<file path="config.mk">
export PLATFORM = sky130hd
export DESIGN_NAME = counter_3to12_monitor
export DESIGN_NICKNAME = d
export VERILOG_FILES = /design/src/rtl/counter_3to12_monitor.sv
export SDC_FILE = /design/constraint.sdc
export NUM_CORES = 1
export LEC_CHECK = 0
export CAP_MARGIN = 20
export CORE_ASPECT_RATIO = 1.1
export CORE_MARGIN = 2
export CORE_UTILIZATION = 40
export CTS_BUF_LIST = sky130_fd_sc_hd__clkbuf_8
export DETAILED_ROUTE_END_ITERATION = 10
export GPL_ROUTABILITY_DRIVEN = 0
export SYNTH_ARGS = -nofsm -noshare
export SYNTH_HDL_FRONTEND = slang
export SYNTH_SLANG_ARGS = --single-unit
</file>
<file path="constraint.sdc">
create_clock -name clk -period 2.35 [get_ports clk]
set_clock_uncertainty 0.2 [all_clocks]
set_input_delay 0.3525 -clock clk [delete_from_list [all_inputs] [get_ports clk]]
set_output_delay 0.3525 -clock clk [all_outputs]
set_load 0.02 [all_outputs]
</file>
<file path="src/rtl/counter_3to12_monitor.sv">
// Passive checker for a 3..12 up/down counter with load.
// Every edge it samples the observed count and its controls and predicts the
// next value from that sample, so one bad value costs one err pulse.
// Four consecutive mismatches while locked latch a sticky FAULT state.
module counter_3to12_monitor (
  input  logic       clk,
  input  logic       reset,
  input  logic       up_down,
  input  logic       load,
  input  logic [3:0] d,
  input  logic [3:0] q,
  output logic       err,
  output logic       range_err,
  output logic       wrap,
  output logic [7:0] err_cnt,
  output logic [1:0] state,
  output logic       fault
);

  typedef enum logic [1:0] {
    UNLOCKED = 2'b00,
    LOCKED   = 2'b01,
    FAULT    = 2'b10
  } mon_state_e;

  // True when a count value lies inside the legal 3..12 window.
  function automatic logic in_range(input logic [3:0] v);
    in_range = (v >= 4'd3) && (v <= 4'd12);
  endfunction

  // Next count the counter must produce from value v under the given controls.
  // An illegal current value can only recover to 3 or to a legal load value.
  function automatic logic [3:0] contract_next(input logic [3:0] v,
                                               input logic       ud,
                                               input logic       ld,
                                               input logic [3:0] dv);
    if (ld && in_range(dv)) begin
      contract_next = dv;
    end else if (!in_range(v)) begin
      contract_next = 4'd3;
    end else if (ld) begin
      contract_next = v;
    end else if (ud) begin
      contract_next = (v == 4'd12) ? 4'd3 : v + 4'd1;
    end else begin
      contract_next = (v == 4'd3) ? 4'd12 : v - 4'd1;
    end
  endfunction

  mon_state_e state_q, state_d;
  logic [3:0] exp_q, exp_d;
  logic [3:0] prev_q, prev_d;
  logic       prev_up_q, prev_up_d;
  logic       prev_load_q, prev_load_d;
  logic [2:0] consec_q, consec_d;
  logic [7:0] err_cnt_q, err_cnt_d;
  logic       err_q, err_d;
  logic       range_err_q, range_err_d;
  logic       wrap_q, wrap_d;
  logic       fault_q, fault_d;
  logic       mismatch_s;
  logic [2:0] consec_inc_s;
  logic [7:0] err_cnt_inc_s;

  // Compare the sample against the prediction and work out every next value.
  always_comb begin
    state_d       = state_q;
    consec_d      = consec_q;
    err_cnt_d     = err_cnt_q;
    err_d         = 1'b0;
    mismatch_s    = (q != exp_q) || !in_range(q);
    consec_inc_s  = (consec_q == 3'd4) ? consec_q : consec_q + 3'd1;
    err_cnt_inc_s = (err_cnt_q == 8'd255) ? err_cnt_q : err_cnt_q + 8'd1;
    exp_d         = contract_next(q, up_down, load, d);
    prev_d        = q;
    prev_up_d     = up_down;
    prev_load_d   = load;
    range_err_d   = !in_range(q);
    wrap_d        = ((prev_q == 4'd12) && (q == 4'd3)  &&  prev_up_q && !prev_load_q) ||
                    ((prev_q == 4'd3)  && (q == 4'd12) && !prev_up_q && !prev_load_q);

    case (state_q)
      UNLOCKED: begin
        consec_d = 3'd0;
        if (!mismatch_s) begin
          state_d = LOCKED;
        end else begin
          state_d = UNLOCKED;
        end
      end
      LOCKED: begin
        if (mismatch_s) begin
          err_d     = 1'b1;
          err_cnt_d = err_cnt_inc_s;
          consec_d  = consec_inc_s;
          if (consec_inc_s == 3'd4) begin
            state_d = FAULT;
          end else begin
            state_d = LOCKED;
          end
        end else begin
          consec_d = 3'd0;
        end
      end
      FAULT: begin
        // Sticky: only reset leaves FAULT, but checking carries on.
        if (mismatch_s) begin
          err_d     = 1'b1;
          err_cnt_d = err_cnt_inc_s;
          consec_d  = consec_inc_s;
        end else begin
          consec_d  = 3'd0;
        end
      end
      default: begin
        state_d  = FAULT;
        consec_d = 3'd0;
      end
    endcase

    fault_d = (state_d == FAULT);
  end

  // Monitor state and registered outputs, cleared asynchronously by reset.
  always_ff @(posedge clk or posedge reset) begin
    if (reset) begin
      state_q     <= UNLOCKED;
      exp_q       <= 4'd3;
      prev_q      <= 4'd3;
      prev_up_q   <= 1'b1;
      prev_load_q <= 1'b0;
      consec_q    <= 3'd0;
      err_cnt_q   <= 8'd0;
      err_q       <= 1'b0;
      range_err_q <= 1'b0;
      wrap_q      <= 1'b0;
      fault_q     <= 1'b0;
    end else begin
      state_q     <= state_d;
      exp_q       <= exp_d;
      prev_q      <= prev_d;
      prev_up_q   <= prev_up_d;
      prev_load_q <= prev_load_d;
      consec_q    <= consec_d;
      err_cnt_q   <= err_cnt_d;
      err_q       <= err_d;
      range_err_q <= range_err_d;
      wrap_q      <= wrap_d;
      fault_q     <= fault_d;
    end
  end

  assign err       = err_q;
  assign range_err = range_err_q;
  assign wrap      = wrap_q;
  assign err_cnt   = err_cnt_q;
  assign state     = state_q;
  assign fault     = fault_q;

endmodule

</file>
## Word-level counts from Yosys, hierarchy flattened

Index checks and enable logic that the tools add are counted.
Widths: inputs -> output; s select.

| operators by class | value |
|---|---|
| reduce and logical (&&, ||, !) cells | 17 |
| $add $sub $neg | 4 |
| equality and inequality tests | 11 |
| multiplexer cells | 15 |
| bitwise logic cells | 1 |
| magnitude comparators | 4 |

Operators by type and width:

| operator | number |
|---|---|
| $mux 4 | 6 |
| $logic_and 1x1->1 | 9 |
| $mux 3 | 3 |
| $add 8x1->8 const B | 1 |
| $eq 4x2->1 const B | 2 |
| $eq 4x4->1 const B | 2 |
| $eq 8x8->1 const B | 1 |
| $ge 4x2->1 const B | 2 |
| $le 4x4->1 const B | 2 |
| $eq 3x3->1 const B | 2 |
| $pmux 2 s3 | 1 |
| $add 4x1->4 const B | 1 |
| $eq 2x2->1 const B | 2 |
| $mux 2 | 2 |
| $ne 4x4->1 | 1 |
| $sub 4x1->4 const B | 1 |
| $add 3x1->3 const B | 1 |
| $logic_not 1->1 | 3 |
| $mux 1 | 3 |
| $reduce_and 3->1 | 1 |
| $eq 2x1->1 const B | 1 |
| $logic_not 2->1 | 1 |
| $logic_or 1x1->1 | 2 |
| $reduce_or 2->1 | 1 |
| $not 1->1 | 1 |

| word-level totals | value |
|---|---|
| output and inout bits | 14 |
| flip-flop bits (word level) | 27 |
| logic and storage cells | 63 |
| bits of input ports | 12 |

## Longest topological paths before layout

| logic depth | value |
|---|---|
| word-level depth | 7 |
| depth in mapped cells | 8 |
| gate-level depth less buffers | 7 |

## Least setup slack after synthesis

No wires, ideal clock.

| path | value |
|---|---|
| kind | input to register |
| start point | in q[0] |
| end point | reg err_cnt_q[1] (netlist: err_cnt[1]) |
| setup time | 0.125 ns |
| cell stages on the path | 8 |
| buffers on the path | 1 |
| data arrival time | 1.984 ns |
| slack | 0.041 ns |
| data required time | 2.025 ns |
| cell sequence | clkbuf_1 inv_1 ha_1 and3_1 o211ai_1 a21oi_2 nor2_2 mux2_4 |

| between the ends | value |
|---|---|
| word-level cells in the longest chain between the ends | 5 |
| elaborated cells on any way between the ends | 7 |
| classes of those cells | order compare: 2; eq/ne: 1; reduce/logical: 4 |

RTL lines:

| what | RTL line | RTL |
|---|---|---|
| from (decl) | 11 | `input logic [3:0] q,` |
| $ge 4x2->1 / $le 4x4->1 (equally long branches) | 28 | `in_range = (v >= 4'd3) && (v <= 4'd12);` |
| $logic_and 1x1->1 | 28 |  |
| $logic_not 1->1 | 71 | `mismatch_s = (q != exp_q) \|\| !in_range(q);` |
| $logic_or 1x1->1 (*) | 71 |  |
| $reduce_and 3->1 (no line) (*) | n/a |  |
| to (signal assigned) | 145 | `err_cnt_q <= err_cnt_d;` |
| to (decl) | 56 | `logic [7:0] err_cnt_q, err_cnt_d;` |

Every way passes the cells marked *; elsewhere a longest branch is shown, timed or not.
A chain may end at the register's enable or synchronous reset.

## Worst setup path in the final report

| path | value |
|---|---|
| start point | reg consec_q[0] |
| end point | reg fault_q (netlist: fault) |

| between the ends | value |
|---|---|
| word-level cells in the longest chain between the ends | 7 |
| elaborated cells on any way between the ends | 8 |
| classes of those cells | add/sub: 1; eq/ne: 3; mux: 4 |

RTL lines:

| what | RTL line | RTL |
|---|---|---|
| from (decl) | 55 | `logic [2:0] consec_q, consec_d;` |
| from (signal assigned) | 144 | `consec_q <= consec_d;` |
| $add 3x1->3 / $eq 3x3->1 (equally long branches) | 72 | `consec_inc_s = (consec_q == 3'd4) ? consec_q : consec_q + 3'd1;` |
| $mux 3 (*) | 72 |  |
| $eq 3x3->1 (*) | 96 | `if (consec_inc_s == 3'd4) begin` |
| $mux 2 (*) | 96 |  |
| $mux 2 (*) | 92 | `if (mismatch_s) begin` |
| $pmux 2 s3 (*) | 82 | `case (state_q)` |
| named net state_d[1] | 50 | `mon_state_e state_q, state_d;` |
| $eq 2x2->1 (*) | 121 | `fault_d = (state_d == FAULT);` |
| named net fault_d | 60 | `logic fault_q, fault_d;` |
| to (signal assigned) | 149 | `fault_q <= fault_d;` |
| to (decl) | 60 |  |

Mark *: on every way through the listed nets, which the timed path passes. The rest lies on a longest branch.

==> flow_summary.ini <==
[cts]
clkLatencyLatePin_ns = 0.27
root_buffer = clkbuf_8
cts_tree = built
cts_hold_buf = 0
h-tree-depth = 1
cts_buffer_depth = 2
cts.clk_slew.worst_paths_ns = 0.09
clock-sinks = 27
numCtsBuffers = 3

[drt]
drcViolationCount = 0
met2_length_um = 1711
viasPerCell = 5.044
top_layer = met4
firstDrtPassIters = 4
via_count = 1256
wl_per_cell_um = 12.94
wl_met3_um = 51
drt_iter0_markers = 42
drt-met1-wl_um = 1405
wl_um = 3221
ant_nets = 0

[power]
clkPwrFrac_pct = 14.5
p_leak_nw = 0.8727
pwr-share-comb_pct = 46.1
ir_drop_uv = 439.4
power_mw = 1.839
netSwitchingPower_mw = 0.7097
power_frac_seq_pct = 39.4
power.density_nw_per_um2 = 914.5
switching_share_pct = 38.60
internal_power_mw = 1.129

[worst_setup_path]
r2r-start = consec_q[0]
crit_path_end = fault
cpLargestDelayFamily = compound AO/OA/AOI/OAI gates
crit_arrival_ns = 2.26
cp_slowest_cell = or3b_2
crit_type = reg2reg
critPathLaunch = consec_q[0]
r2r_cells = 7
slowest_delay_ns = 0.48
rrSetupSlack_ns = 0.10
startpoint_type = flop
path_buf_inv = 1
endpoint_kind = flop
path_depth = 7
worstPathRequired_ns = 2.36
crit_chain = inv_1, ha_1, or3b_2, a311oi_2, nand3_1, o21ai_1, o211a_1
rr_endpoint = fault
path_max_fanout = 5

[timing]
tightest_slew_ns = 0.3806
final-hold-violation-count = 0
fmax_ghz = 0.4452
rsz0062_at_grt = yes
finalCriticalPeriod_ns = 2.246
setup_ws_ns = 0.1037
hold-worst-slack_ns = 0.1978
setup_viol = 0
relSlewSlack_pct = 74.51
min_period_over_period_pct = 95.59
slew_viol_final = 0

[worst_hold_path]
hold_class = reg2reg

[global_routing]
grt_pass1_wl_um = 5533
grt_max_degree = 28
grt_overflow = 0
grtUsageTotal_pct = 16.42
antenna_found_initial = 0
grt_pass1_vias = 1253

[synthesis]
synthDistinctLibCells = 46
synthFlopType = dfrtp_1
seq_area_frac_synth_pct = 44.97
yosysTopAreaCell = dfrtp_1
synthTopCellsByCount = dfrtp_1 (22), inv_1 (13), nand2_1 (12)
synth_warnings = 0
ys_ff_latch = 27
synth_edf_count = 0
synth.net_count = 180
synthArstFlopShare_pct = 100.0
ys_top_cells_by_area = dfrtp_1 (36%), dfstp_2 (8.7%), ha_1 (8.3%)
synth_top_area_share_pct = 36.30
synthCells = 158
syn_area_per_cell_um2 = 9.598
synthesis.area_um2 = 1516
synth_most_common_cell = dfrtp_1

[run_status]
status = complete, no violations

[finish]
drive_gt1_share_pct = 18.09
final_nets = 222
syn_to_final_growth_pct = 32.59
fillCellCount = 353
antenna_cells = 0

[die]
initial_core_util_pct = 41.82
die_w_um = 62.71
dieHeight_um = 68.58
ios = 26
rows = 23
fp.coreArea_um2 = 3626
design.die.area_um2 = 4300

[flow_run]
drv_cap = 0

[placed_design]
io_buffers = 25
pre_cts_slack_ns = -0.3644
dp_hpwl_um = 2477
area by class of cell:
| class | count | area (um^2) | share of cell area, % |
|---|---|---|---|
| inverters | 13 | 48.80 | 2.427 |
| flip-flops and latches | 27 | 681.9 | 33.91 |
| repair buffers | 41 | 371.6 | 18.48 |
| well taps | 50 | 62.56 | 3.111 |
| multi-input cells | 114 | 797.0 | 39.64 |
| clock inverters | 1 | 7.507 | 0.3734 |
| clock buffers | 3 | 41.29 | 2.054 |
metal layers:
metal | global-route usage, % | vias up
met3 | 0.9740 | 4
met2 | 32.26 | 14
met5 | 0 | -
met1 | 19.38 | 594
met4 | 5.833 | 0
li1 | - | 644
cell families after synthesis:
| logic type | after synthesis | share of synthesized area, % |
|---|---|---|
| mux | 2 | 1.650 |
| buf+inv | 17 | 4.208 |
| xor+xnor | 8 | 4.621 |
| fa+ha+maj | 10 | 8.251 |
| flops | 27 | 44.97 |
| compound gates | 42 | 18.24 |
| simple gates | 52 | 18.07 |
flip-flops by register name, indices dropped and copies added (netlist names):
| register | cells |
|---|---|
| err | 1 |
| consec_q | 3 |
| range_err | 1 |
| state | 2 |
| prev_q | 4 |
| err_cnt | 8 |
| wrap | 1 |
| fault | 1 |
| exp_q | 4 |
| prev_up_q | 1 |
| prev_load_q | 1 |
how the worst min path moves through the flow:
| stage | cells after the start | endpoint | from |
|---|---|---|---|
| 6_report | 1 | wrap | prev_load_q |
| 5_1_grt | 1 | wrap | prev_load_q |
| 4_1_cts | 1 | wrap | prev_load_q |
| 3_5_place_dp | 1 | wrap | prev_load_q |
| 3_3_place_gp | 1 | wrap | prev_load_q |
| 2_1_floorplan | 0 | prev_q[0] | q[0] |
through the flow:
stage               instances  setup TNS (ns)  utilization (%)  cell area (um^2)
finish                    249               0            55.45              2011
global route              249       -0.005476            55.45              2011
global placement          243          -3.680            52.93              1919
detailed placement        243          -3.901            52.93              1919
floorplan                 158               0                -              1516
CTS                       249               0            55.45              2011
power groups by stage:
stage	sequential, mW	clock (mW)	combinational, mW
CTS	0.726	0.274	0.853
global route	0.748	0.289	0.925
floorplan	0.834	0	0.371
global placement	0.726	0	0.801
detailed placement	0.733	0	0.821
finish	0.725	0.266	0.847
cell usage in the layout, fill, tap and decap left out, types with 2 or more instances in the layout:
cell type / netlist / layout
a211oi_1: 2 / 2
a21oi_1: 10 / 10
a31oi_1: 3 / 3
and2_1: 2 / 2
and3_1: 4 / 4
buf_4: 0 / 15
clkbuf_8: 0 / 3
clkdlybuf4s50_1: 0 / 23
dfrtp_1: 22 / 22
dfstp_2: 5 / 5
dlygate4sd2_1: 0 / 2
ha_1: 10 / 9
inv_1: 13 / 13
nand2_1: 12 / 12
nand3_1: 7 / 7
nand4_1: 2 / 2
nor2_1: 9 / 9
nor3_1: 5 / 4
o211ai_1: 2 / 2
o21ai_0: 11 / 10
xnor2_1: 2 / 2
xor2_1: 6 / 6
timing repair:
item,CTS,global route
setup buffers,2,0
pin swaps,6,0
gates resized for setup,8,1
endpoints found under the setup margin,7,1
gates cloned,0,0
(Power assumes the default switching activity.)
==> patch: new RTL, same settings <==
Add an input register stage for `up_down`, `load`, `d` and `q`, with the module's reset; this delays them by one clock.
--- a/src/rtl/counter_3to12_monitor.sv
+++ b/src/rtl/counter_3to12_monitor.sv
@@ -24,2 +24,21 @@
   } mon_state_e;
+
+  logic up_down_q;
+  logic load_q;
+  logic [3:0] d_q;
+  logic [3:0] q_q;
+
+  always_ff @(posedge clk or posedge reset) begin
+    if (reset) begin
+      up_down_q <= '0;
+      load_q    <= '0;
+      d_q       <= '0;
+      q_q       <= '0;
+    end else begin
+      up_down_q <= up_down;
+      load_q    <= load;
+      d_q       <= d;
+      q_q       <= q;
+    end
+  end
 
@@ -70,12 +89,12 @@
     err_d         = 1'b0;
-    mismatch_s    = (q != exp_q) || !in_range(q);
+    mismatch_s    = (q_q != exp_q) || !in_range(q_q);
     consec_inc_s  = (consec_q == 3'd4) ? consec_q : consec_q + 3'd1;
     err_cnt_inc_s = (err_cnt_q == 8'd255) ? err_cnt_q : err_cnt_q + 8'd1;
-    exp_d         = contract_next(q, up_down, load, d);
-    prev_d        = q;
-    prev_up_d     = up_down;
-    prev_load_d   = load;
-    range_err_d   = !in_range(q);
-    wrap_d        = ((prev_q == 4'd12) && (q == 4'd3)  &&  prev_up_q && !prev_load_q) ||
-                    ((prev_q == 4'd3)  && (q == 4'd12) && !prev_up_q && !prev_load_q);
+    exp_d         = contract_next(q_q, up_down_q, load_q, d_q);
+    prev_d        = q_q;
+    prev_up_d     = up_down_q;
+    prev_load_d   = load_q;
+    range_err_d   = !in_range(q_q);
+    wrap_d        = ((prev_q == 4'd12) && (q_q == 4'd3)  &&  prev_up_q && !prev_load_q) ||
+                    ((prev_q == 4'd3)  && (q_q == 4'd12) && !prev_up_q && !prev_load_q);
 
Formal check against the unedited RTL: not equivalent (a bounded check fails within 4 cycles, from zero or initial values and one cycle with reset high).
==> patch against the unedited design <==
Core utilization shrank 1.5 points. Total power increased by 10%. Count of clock-buffer cells in the layout up 4. Routed wire length up 9.0%. Setup slack lost 0.041 ns. Via count is 6.1% higher. Cell area up 16%. Combinational power decreased by 18%. Sequential power rose by 18%. Sequential cell count rose by 10. Global-route usage shrank 1.4 points. Area after synthesis increased by 20%. Largest cell class is now sequential cells. Highest routed layer unchanged.
==> patch: results (changes against the unedited design) <==
{| class="wikitable"
! Metric !! Value
|-
| R2r setup slk || 0.06 ns (was 0.10 ns)
|-
| Total wire length || 3.51 mm (was 3.22 mm)
|-
| # resized after CTS || 1 (was 8)
|-
| Run status || finished, final reports clean (unchanged)
|-
| Clock-pin slew on the worst setup and hold paths || 0.07 ns (was 0.09 ns)
|-
| Multiplexer share of the synthesized area || 0.0386 (was 0.0165)
|-
| Number of buffers inserted to repair setup after CTS || 0 (was 2)
|-
| Worst reg2reg startpoint || prev_d[0] (was consec_q[0])
|-
| First-pass GRT wire length || 5.58 mm (was 5.53 mm)
|-
| Hold WS || 0.209 ns (was 0.198 ns)
|-
| Slowest CP cell || sky130_fd_sc_hd__dfrtp_1 (was sky130_fd_sc_hd__or3b_2)
|-
| Worst r2r dst || err_cnt[1] (was fault)
|-
| CTS HTree Levels || 2 (was 1)
|-
| Total routing resource utilization after global routing || 0.151 (was 0.164)
|-
| Share of final-layout standard cells stronger than drive strength 1 || 0.176 (was 0.181)
|-
| Post-DP HPWL || 2.42 mm (was 2.48 mm)
|-
| Post-synthesis xor/xnor area fraction || 0.0434 (was 0.0462)
|-
| Sequential cell area fraction in the yosys report || 0.513 (was 0.450)
|-
| # nets final || 231 (was 222)
|-
| Cell Area, Placed || 0.00217 mm² (was 0.00192 mm²)
|-
| DP Worst Slack || -0.00929 ns (was -0.364 ns)
|-
| Delay of the slowest cell on the worst path || 0.40 ns (was 0.48 ns)
|-
| Worst reg2reg path depth || 6 (was 7)
|-
| Peak VDD IR || 451 µV (was 439 µV)
|-
| Number of CTS-inserted buffers || 5 (was 3)
|-
| Leakage power || 0.00102 µW (was 0.000873 µW)
|-
| Top post-synthesis cells by count || 32 x sky130_fd_sc_hd__dfrtp_1, 15 x sky130_fd_sc_hd__inv_1, 12 x sky130_fd_sc_hd__nand2_1, 10 x sky130_fd_sc_hd__ha_1, 10 x sky130_fd_sc_hd__o21ai_0 (was 22 x sky130_fd_sc_hd__dfrtp_1, 13 x sky130_fd_sc_hd__inv_1, 12 x sky130_fd_sc_hd__nand2_1, 11 x sky130_fd_sc_hd__o21ai_0)
|-
| Maximum number of pins on one net before global-route repair || 38 (was 28)
|-
| Main area contributors after synthesis || sky130_fd_sc_hd__dfrtp_1 44%, sky130_fd_sc_hd__dfstp_2 7.2%, sky130_fd_sc_hd__ha_1 6.9% (was sky130_fd_sc_hd__dfrtp_1 36%, sky130_fd_sc_hd__dfstp_2 8.7%, sky130_fd_sc_hd__ha_1 8.3%)
|}
## patch: worst reg2reg max path: stages, from the launching register on
cell	delay [ns]
sky130_fd_sc_hd__dfrtp_1	0.40
sky130_fd_sc_hd__ha_2	0.19
sky130_fd_sc_hd__or3b_1	0.34
sky130_fd_sc_hd__a211o_1	0.31
sky130_fd_sc_hd__a21o_4	0.26
sky130_fd_sc_hd__and3_4	0.19
sky130_fd_sc_hd__mux2_4	0.29
## patch: worst max-delay path by stage
stage / from / end / slack, ns / depth (start not counted)
after floorplan: prev_d[1] / err_cnt[6] / 0.0004 / 7
after global placement: prev_d[0] / err_cnt[1] / 0.03 / 6
after detailed placement: prev_d[0] / err_cnt[1] / -0.009 / 6
after CTS: prev_d[0] / err_cnt[1] / 0.01 / 6
after global routing: prev_d[0] / err_cnt[6] / -0.008 / 6
final: prev_d[0] / err_cnt[1] / 0.06 / 6
## patch: report_power, final
| part | switching [µW] | internal (µW) |
|---|---|---|
| clock | 215 | 265 |
| sequential | 104 | 752 |
| combinational | 350 | 343 |
| total | 670 | 1360 |
## patch: final cells by class
type | count | area, µm²
Inverter | 15 | 56.3
Timing Repair Buffer | 37 | 340
Sequential cell | 37 | 933
Multi-Input combinational cell | 113 | 830
Clock buffer | 7 | 96.3
Fill cell | 385 | 1990
Tap cell | 54 | 67.6
Clock inverter | 1 | 5.00
## patch: metrics by stage
step                std cells  setup TNS, ns   util
floorplan                 171              0      -
global route              264        -0.0160  0.539
global placement          253              0  0.504
detailed placement        253       -0.00929  0.504
CTS                       261              0  0.528
finish                    264              0  0.539
## patch: routing by layer
metal  GRT usage  vias to the layer above  share of wire
li1            -                      669              -
met1       0.194                      631           0.47
met2       0.230                       28           0.48
met3      0.0538                        4          0.043
met4      0.0644                        0          0.011
met5           0                        -              0
